===== src/rtl/ipsl_hmic_h_ddrphy_update_exec_if.sv =====
`default_nettype none
// +----------------------------------------------------------------------------+
// | ipsl_hmic_h_ddrphy_update_exec_if                                          |
// | Update request fields plus DFI phyupd req/ack handshake bundle.            |
// | Rev 1.0                                                                    |
// +----------------------------------------------------------------------------+
interface ipsl_hmic_h_ddrphy_update_exec_if;
  logic       update_start;
  logic [1:0] ddrphy_update_type;
  logic [1:0] ddrphy_update_comp_val_l;
  logic       ddrphy_update_comp_dir_l;
  logic [1:0] ddrphy_update_comp_val_h;
  logic       ddrphy_update_comp_dir_h;
  logic       ddrphy_update_done;
  logic       dfi_phyupd_req;
  logic       dfi_phyupd_ack;

  // Requester/controller side.
  modport master (
    output update_start, ddrphy_update_type,
           ddrphy_update_comp_val_l, ddrphy_update_comp_dir_l,
           ddrphy_update_comp_val_h, ddrphy_update_comp_dir_h,
           dfi_phyupd_ack,
    input  ddrphy_update_done, dfi_phyupd_req
  );

  // PHY update executor side.
  modport slave (
    input  update_start, ddrphy_update_type,
           ddrphy_update_comp_val_l, ddrphy_update_comp_dir_l,
           ddrphy_update_comp_val_h, ddrphy_update_comp_dir_h,
           dfi_phyupd_ack,
    output ddrphy_update_done, dfi_phyupd_req
  );
endinterface
`default_nettype wire


===== src/rtl/ipsl_hmic_h_ddrphy_update_exec.sv =====
`default_nettype none
// +----------------------------------------------------------------------------+
// | ipsl_hmic_h_ddrphy_update_exec                                             |
// | PHY update responder: DFI phyupd handshake, DLL re-lock, DQS gate trim.    |
// | Rev 1.0                                                                    |
// +----------------------------------------------------------------------------+
module ipsl_hmic_h_ddrphy_update_exec #(
  parameter string DATA_WIDTH     = "16BIT",
  parameter int    DLL_UPD_PULSE  = 8,
  parameter int    DLL_SETTLE_CNT = 64,
  parameter int    ACK_TIMEOUT    = 1023
) (
  input  logic                                   rclk,
  input  logic                                   rst,
  ipsl_hmic_h_ddrphy_update_exec_if.slave        upd,
  output logic                                   dll_update_n_o,
  input  logic                                   dll_lock_i,
  input  logic                                   gate_load_i,
  input  logic [7:0]                             gate_init_l_i,
  input  logic [7:0]                             gate_init_h_i,
  output logic [7:0]                             dqs_gate_l_o,
  output logic [7:0]                             dqs_gate_h_o,
  output logic                                   gate_sat_err_o,
  output logic                                   ack_timeout_err_o
);

  typedef enum logic [2:0] {
    ST_IDLE      = 3'd0,
    ST_REQ       = 3'd1,
    ST_DLL_PULSE = 3'd2,
    ST_DLL_WAIT  = 3'd3,
    ST_GATE_ADJ  = 3'd4,
    ST_DONE      = 3'd5,
    ST_RELEASE   = 3'd6
  } state_e;

  localparam logic [15:0] c_ACK_LAST    = 16'(ACK_TIMEOUT - 1);
  localparam logic [15:0] c_PULSE_LAST  = 16'(DLL_UPD_PULSE - 1);
  localparam logic [15:0] c_SETTLE_LAST = 16'(DLL_SETTLE_CNT - 1);

  state_e      state_q, state_d;
  logic [15:0] cnt_q, cnt_d;
  logic        is_gate_q, is_gate_d;
  logic [1:0]  val_l_q, val_l_d, val_h_q, val_h_d;
  logic        dir_l_q, dir_l_d, dir_h_q, dir_h_d;
  logic [7:0]  gate_l_q, gate_l_d, gate_h_q, gate_h_d;
  logic        sat_err_q, sat_err_d, to_err_q, to_err_d;
  logic        done_q, done_d, req_q, req_d, dll_n_q, dll_n_d;
  logic [8:0]  w_adj_l, w_adj_h;

  // Bit 8 flags a clamp; bits 7:0 carry the clamped gate value.
  function automatic logic [8:0] f_adjust(input logic [7:0] g, input logic [1:0] v,
                                          input logic up);
    logic [8:0] r;
    if (up) begin
      r = {1'b0, g} + {7'b0, v};
      f_adjust = r[8] ? 9'h1FF : {1'b0, r[7:0]};
    end else begin
      r = {1'b0, g} - {7'b0, v};
      f_adjust = r[8] ? 9'h100 : {1'b0, r[7:0]};
    end
  endfunction

  assign w_adj_l = f_adjust(gate_l_q, val_l_q, dir_l_q);

  generate
    if (DATA_WIDTH == "8BIT") begin : g_lane_h_fixed
      logic w_unused_h;
      assign w_unused_h = ^{val_h_q, dir_h_q};
      assign w_adj_h    = {1'b0, gate_h_q};
    end else begin : g_lane_h_adj
      assign w_adj_h = f_adjust(gate_h_q, val_h_q, dir_h_q);
    end
  endgenerate

  always_ff @(posedge rclk) begin
    if (rst) state_q <= ST_IDLE;
    else     state_q <= state_d;
  end

  always_comb begin
    state_d   = state_q;
    cnt_d     = cnt_q;
    is_gate_d = is_gate_q;
    val_l_d   = val_l_q;
    dir_l_d   = dir_l_q;
    val_h_d   = val_h_q;
    dir_h_d   = dir_h_q;
    gate_l_d  = gate_l_q;
    gate_h_d  = gate_h_q;
    sat_err_d = sat_err_q;
    to_err_d  = to_err_q;
    case (state_q)
      ST_IDLE: begin
        cnt_d = '0;
        if (gate_load_i) begin
          gate_l_d = gate_init_l_i;
          gate_h_d = gate_init_h_i;
        end
        if (upd.update_start) begin
          is_gate_d = upd.ddrphy_update_type[0];
          val_l_d   = upd.ddrphy_update_comp_val_l;
          dir_l_d   = upd.ddrphy_update_comp_dir_l;
          val_h_d   = upd.ddrphy_update_comp_val_h;
          dir_h_d   = upd.ddrphy_update_comp_dir_h;
          state_d   = upd.ddrphy_update_type[1] ? ST_DONE : ST_REQ;
        end
      end
      ST_REQ: begin
        // An ack in the final allowed cycle still wins over the timeout.
        if (upd.dfi_phyupd_ack) begin
          cnt_d   = '0;
          state_d = is_gate_q ? ST_GATE_ADJ : ST_DLL_PULSE;
        end else if (cnt_q == c_ACK_LAST) begin
          to_err_d = 1'b1;
          state_d  = ST_DONE;
        end else begin
          cnt_d = cnt_q + 16'd1;
        end
      end
      ST_DLL_PULSE: begin
        if (cnt_q == c_PULSE_LAST) begin
          cnt_d   = '0;
          state_d = ST_DLL_WAIT;
        end else begin
          cnt_d = cnt_q + 16'd1;
        end
      end
      ST_DLL_WAIT: begin
        // Counter parks once the settle window has elapsed; lock may arrive much later.
        if (cnt_q >= c_SETTLE_LAST) begin
          if (dll_lock_i) state_d = ST_DONE;
        end else begin
          cnt_d = cnt_q + 16'd1;
        end
      end
      ST_GATE_ADJ: begin
        gate_l_d  = w_adj_l[7:0];
        gate_h_d  = w_adj_h[7:0];
        sat_err_d = sat_err_q | w_adj_l[8] | w_adj_h[8];
        state_d   = ST_DONE;
      end
      ST_DONE:    state_d = ST_RELEASE;
      ST_RELEASE: if (!upd.update_start) state_d = ST_IDLE;
      default:    state_d = ST_IDLE;
    endcase
    done_d  = (state_d == ST_DONE);
    req_d   = (state_d == ST_REQ) || (state_d == ST_DLL_PULSE) ||
              (state_d == ST_DLL_WAIT) || (state_d == ST_GATE_ADJ);
    dll_n_d = (state_d != ST_DLL_PULSE);
  end

  always_ff @(posedge rclk) begin
    if (rst) begin
      cnt_q     <= '0;
      is_gate_q <= 1'b0;
      val_l_q   <= '0;
      dir_l_q   <= 1'b0;
      val_h_q   <= '0;
      dir_h_q   <= 1'b0;
      gate_l_q  <= '0;
      gate_h_q  <= '0;
      sat_err_q <= 1'b0;
      to_err_q  <= 1'b0;
      done_q    <= 1'b0;
      req_q     <= 1'b0;
      dll_n_q   <= 1'b1;
    end else begin
      cnt_q     <= cnt_d;
      is_gate_q <= is_gate_d;
      val_l_q   <= val_l_d;
      dir_l_q   <= dir_l_d;
      val_h_q   <= val_h_d;
      dir_h_q   <= dir_h_d;
      gate_l_q  <= gate_l_d;
      gate_h_q  <= gate_h_d;
      sat_err_q <= sat_err_d;
      to_err_q  <= to_err_d;
      done_q    <= done_d;
      req_q     <= req_d;
      dll_n_q   <= dll_n_d;
    end
  end

  assign upd.ddrphy_update_done = done_q;
  assign upd.dfi_phyupd_req     = req_q;
  assign dll_update_n_o         = dll_n_q;
  assign dqs_gate_l_o           = gate_l_q;
  assign dqs_gate_h_o           = gate_h_q;
  assign gate_sat_err_o         = sat_err_q;
  assign ack_timeout_err_o      = to_err_q;

endmodule
`default_nettype wire


===== src/flat_wrapper.sv =====
// flat-port wrapper written by rule: the top's interface ports become plain ports
module ipsl_hmic_h_ddrphy_update_exec_flat 
#(
  parameter string DATA_WIDTH     = "     ",
  parameter int    DLL_UPD_PULSE  = 8,
  parameter int    DLL_SETTLE_CNT = 64,
  parameter int    ACK_TIMEOUT    = 1023
)
  (rclk, rst, dll_update_n_o, dll_lock_i, gate_load_i, gate_init_l_i, gate_init_h_i, dqs_gate_l_o, dqs_gate_h_o, gate_sat_err_o, ack_timeout_err_o, upd_update_start, upd_ddrphy_update_type, upd_ddrphy_update_comp_val_l, upd_ddrphy_update_comp_dir_l, upd_ddrphy_update_comp_val_h, upd_ddrphy_update_comp_dir_h, upd_dfi_phyupd_ack, upd_ddrphy_update_done, upd_dfi_phyupd_req);
  ipsl_hmic_h_ddrphy_update_exec_if upd_i ();
  input  logic rclk;
  input  logic rst;
  output logic dll_update_n_o;
  input  logic dll_lock_i;
  input  logic gate_load_i;
  input  logic [7:0] gate_init_l_i;
  input  logic [7:0] gate_init_h_i;
  output logic [7:0] dqs_gate_l_o;
  output logic [7:0] dqs_gate_h_o;
  output logic gate_sat_err_o;
  output logic ack_timeout_err_o;
  input wire logic [$bits(upd_i.update_start)-1:0] upd_update_start;
  input wire logic [$bits(upd_i.ddrphy_update_type)-1:0] upd_ddrphy_update_type;
  input wire logic [$bits(upd_i.ddrphy_update_comp_val_l)-1:0] upd_ddrphy_update_comp_val_l;
  input wire logic [$bits(upd_i.ddrphy_update_comp_dir_l)-1:0] upd_ddrphy_update_comp_dir_l;
  input wire logic [$bits(upd_i.ddrphy_update_comp_val_h)-1:0] upd_ddrphy_update_comp_val_h;
  input wire logic [$bits(upd_i.ddrphy_update_comp_dir_h)-1:0] upd_ddrphy_update_comp_dir_h;
  input wire logic [$bits(upd_i.dfi_phyupd_ack)-1:0] upd_dfi_phyupd_ack;
  output wire logic [$bits(upd_i.ddrphy_update_done)-1:0] upd_ddrphy_update_done;
  output wire logic [$bits(upd_i.dfi_phyupd_req)-1:0] upd_dfi_phyupd_req;
  assign upd_i.update_start = upd_update_start;
  assign upd_i.ddrphy_update_type = upd_ddrphy_update_type;
  assign upd_i.ddrphy_update_comp_val_l = upd_ddrphy_update_comp_val_l;
  assign upd_i.ddrphy_update_comp_dir_l = upd_ddrphy_update_comp_dir_l;
  assign upd_i.ddrphy_update_comp_val_h = upd_ddrphy_update_comp_val_h;
  assign upd_i.ddrphy_update_comp_dir_h = upd_ddrphy_update_comp_dir_h;
  assign upd_i.dfi_phyupd_ack = upd_dfi_phyupd_ack;
  assign upd_ddrphy_update_done = upd_i.ddrphy_update_done;
  assign upd_dfi_phyupd_req = upd_i.dfi_phyupd_req;
  ipsl_hmic_h_ddrphy_update_exec #(.DATA_WIDTH(DATA_WIDTH), .DLL_UPD_PULSE(DLL_UPD_PULSE), .DLL_SETTLE_CNT(DLL_SETTLE_CNT), .ACK_TIMEOUT(ACK_TIMEOUT)) u_core (.rclk(rclk), .rst(rst), .upd(upd_i), .dll_update_n_o(dll_update_n_o), .dll_lock_i(dll_lock_i), .gate_load_i(gate_load_i), .gate_init_l_i(gate_init_l_i), .gate_init_h_i(gate_init_h_i), .dqs_gate_l_o(dqs_gate_l_o), .dqs_gate_h_o(dqs_gate_h_o), .gate_sat_err_o(gate_sat_err_o), .ack_timeout_err_o(ack_timeout_err_o));
endmodule

===== config.mk =====
export PLATFORM = sky130hd
export DESIGN_NAME = ipsl_hmic_h_ddrphy_update_exec_flat
export DESIGN_NICKNAME = d
export VERILOG_FILES = /design/src/rtl/ipsl_hmic_h_ddrphy_update_exec_if.sv /design/src/rtl/ipsl_hmic_h_ddrphy_update_exec.sv /design/src/flat_wrapper.sv
export SDC_FILE = /design/constraint.sdc
export NUM_CORES = 1
export LEC_CHECK = 0
export BUFFER_PORTS_ARGS = -buffer_cell sky130_fd_sc_hd__buf_2
export CORE_MARGIN = 2
export CORE_UTILIZATION = 61
export DETAILED_ROUTE_END_ITERATION = 10
export PLACE_DENSITY = 0.84
export SLEW_MARGIN = 20
export SYNTH_ARGS = -nofsm -noshare
export SYNTH_HDL_FRONTEND = slang
export SYNTH_SLANG_ARGS = --single-unit

===== constraint.sdc =====
create_clock -name rclk -period 5.8 [get_ports rclk]
set_input_delay 0.29 -clock rclk [delete_from_list [all_inputs] [get_ports rclk]]
set_output_delay 0.29 -clock rclk [all_outputs]
set_load 0.05 [all_outputs]

==> metrics.md <==
| Metric | Value |
|---|---|
| Remaining DRCs | `0` |
| Worst slew margin | `37.5%` |
| Commonest non-fill, non-tap cell in the layout | `buf_2` |
| Clk_lat worst skew | `0.30 ns` |
| Cell count after synthesis | `407` |
| Maximum number of pins on one net before global-route repair | `33` |
| First-pass GRT wire length | `13800 um` |
| Synthesized area | `3190 um2` |
| DR WL/cell | `16.0 um` |
| Total GRT Usage | `28.7%` |
| Critical path type | `register to register` |
| Final period demand of the worst path | `2.64 ns` |
| Placed cell areas | `3450 um2` |
| Drt first-iter violations | `208` |
| CP max-delay cell | `or4_4` |
| Via count | `3255` |
| Distinct cell type count after synthesis | `66` |
| Hold/Removal Path Class | `input port to register` |
| Synth area leaders | `dfxtp_1, a21oi_1, nand2_1` |
| Final ANT Viol Nets | `0` |
| Max Cap Viol | `0` |
| Input/output buffers | `50` |
| P_leak | `1.39 nW` |
| Yosys top cell by area | `dfxtp_1` |
| Post-CTS Setup Inserts | `0` |
| Most frequent cells in the layout | `buf_2, dfxtp_1, a21oi_1` |
| Die area | `5820 um2` |
| CTS hold repair buffers | `0` |
| Fmax | `378 MHz` |
| Vias in the first global route | `2937` |
| Setup TNS | `0 ns` |
| Crit path largest cell delay | `0.57 ns` |
| Final Cell Area | `3560 um2` |
| I/O pins | `51` |
| CTS tree | `built` |
| Clk slew on worst S/H paths | `0.09 ns` |
| H-tree depth | `2` |
| Num CTS Buffers | `5` |
| Clock Tree Buf Depth | `2` |
| Post-CTS Resized | `0` |
| Post-synthesis register bit count | `47` |
| PD cells | `300 nW/um2` |
| Asr flop ratio synth | `0%` |
| RSZ-0062 raised after global routing | `false` |
| Synth top area share | `29.5%` |
| Hold Fails Final Rpt | `0` |
| Overflow left after global routing | `0` |
| Chip width | `76.3 um` |
| Setup crit end kind | `register` |
| CP Max Fanout | `16` |
| Initial Util | `62.8%` |
| Max VDD drop | `0.183 mV` |
| Post-Syn Area per Cell | `7.83 um2` |
| GPL Wtd Cong | `0.937` |
| Post-Route WL | `8150 um` |
| Synth warnings | `0` |
| Post-synthesis sequential area ratio | `29.5%` |
| WP data arrival | `2.88 ns` |
| Post-Syn Nets | `451` |
| Layout cells sized above 1 | `17.0%` |
| Fin crit share | `45.6%` |
| # setup viols final | `0` |
| Antenna cell count | `0` |
| Die Span Y | `76.3 um` |
| Nets | `484` |
| Initial antenna violation count | `0` |
| CP startpoint kind | `register` |
| Drt first pass iters | `6` |
| Critical-path cell list | `or4_4, a2111o_1, a221o_1, or4_1, a21oi_1` |
| DR vias/cell | `6.38` |
| CTS Root Cell | `clkbuf_8` |
| Actual slew at the worst max-slew pin | `0.934 ns` |
| Worst Path Required | `6.04 ns` |
| FP Rows | `26` |
| Synth Flop Type | `dfxtp_1` |
| Clock sink total | `47` |
| Hpwl dp | `5800 um` |
| Status | `completed` |
| Final slew viol count | `0` |
| Clk_skew | `0.00696 ns` |
| CORE AREA | `5070 um2` |
| Number of synthesized flops with an enable pin | `0` |
| Area grow syn2layout | `11.5%` |
worst paths after layout:
check	start	endpoint	slack, ns	cells past startpoint
setup / recovery	u_core.cnt_q[11]	u_core.cnt_q[5]	3.16	5
hold / removal	upd_ddrphy_update_comp_val_l[1]	u_core.val_l_q[1]	0.21	3
setup reg to reg	u_core.cnt_q[11]	u_core.cnt_q[5]	3.16	5
hold reg to reg	u_core.gate_sat_err_o	u_core.gate_sat_err_o	0.45	2
per-layer routing:
metal / vias to the layer above / GRT usage (%) / wire (um)
li1: 1587 / - / -
met1: 1522 / 39.0 / 3680
met2: 132 / 46.7 / 3860
met3: 14 / 4.74 / 485
met4: 0 / 9.27 / 129
met5: - / 0 / 0
registers in the layout, indices dropped and copies added (netlist names):
register                       flops
u_core.dir_h_q                     1
u_core.state_q                     3
u_core.ack_timeout_err_o           1
u_core.upd.dfi_phyupd_req          1
u_core.val_l_q                     2
u_core.dll_update_n_o              1
u_core.upd.ddrphy_update_done      1
u_core.cnt_q                      16
u_core.dqs_gate_l_o                8
u_core.dqs_gate_h_o                8
u_core.val_h_q                     2
u_core.gate_sat_err_o              1
u_core.dir_l_q                     1
u_core.is_gate_q                   1
layout make-up:
type / count / area (um2)
Clock buffer: 5 / 68.8
Inverter: 20 / 75.1
Sequential cell: 47 / 941
Multi-Input combinational cell: 313 / 2070
Timing Repair Buffer: 53 / 273
Tap cell: 70 / 87.6
Clock inverter: 2 / 37.5
Fill cell: 443 / 1520
worst max-delay path, delay by kind of cell (launching register included):
kind | cells | cell delay (ns)
and+or+nand+nor | 2 | 1.09
AOI/OAI and AO/OA | 3 | 1.12
DFF | 1 | 0.37
report_power, final:
| group | switching (W) | leakage (nW) | internal, W | total (W) |
|---|---|---|---|---|
| combinational | 0.000257 | 0.956 | 0.000144 | 0.000402 |
| sequential | 0.0000713 | 0.384 | 0.000355 | 0.000427 |
| clock | 0.000111 | 0.0502 | 0.000126 | 0.000238 |
| total | 0.000440 | 1.39 | 0.000626 | 0.00107 |
stage by stage:
stage	utilization (%)	worst slack (ns)	total power, W	cells	hold WS, ns
CTS	70.1	3.15	0.00106	510	0.202
finish	70.1	3.16	0.00107	510	0.207
global placement	68.0	3.26	0.000817	503	0.433
global route	70.1	3.03	0.00113	510	0.221
floorplan	-	3.41	0.000733	407	0.429
detailed placement	68.0	3.19	0.000828	503	0.441
cell families after synthesis:
| family | share of synthesized area, % |
|---|---|
| AND/OR/NAND/NOR | 25.6 |
| AO/OA/AOI/OAI | 27.2 |
| buffers and inverters | 5.61 |
| flip-flops | 29.5 |
| adder cells (fa/ha/maj) | 6.44 |
| multiplexers | 3.49 |
| XOR/XNOR | 2.20 |
cell usage after synthesis, drive strengths merged, types with 3 or more instances:
library cell / n
a211o: 4
a211oi: 3
a21oi: 43
a221oi: 5
a31o: 5
a31oi: 5
a32o: 3
a41o: 3
and2: 3
and3: 3
and4: 5
buf: 4
clkbuf: 23
dfxtp: 47
fa: 4
ha: 10
inv: 20
mux2i: 10
nand2: 36
nand2b: 6
nand3: 12
nand4: 6
nor2: 35
nor2b: 8
nor3: 3
nor3b: 4
nor4: 7
o211ai: 3
o21ai: 18
o31ai: 7
or2: 3
or3: 8
or4: 8
xnor2: 5
xor2: 3
No activity file was read; power rests on OpenSTA's default activity.
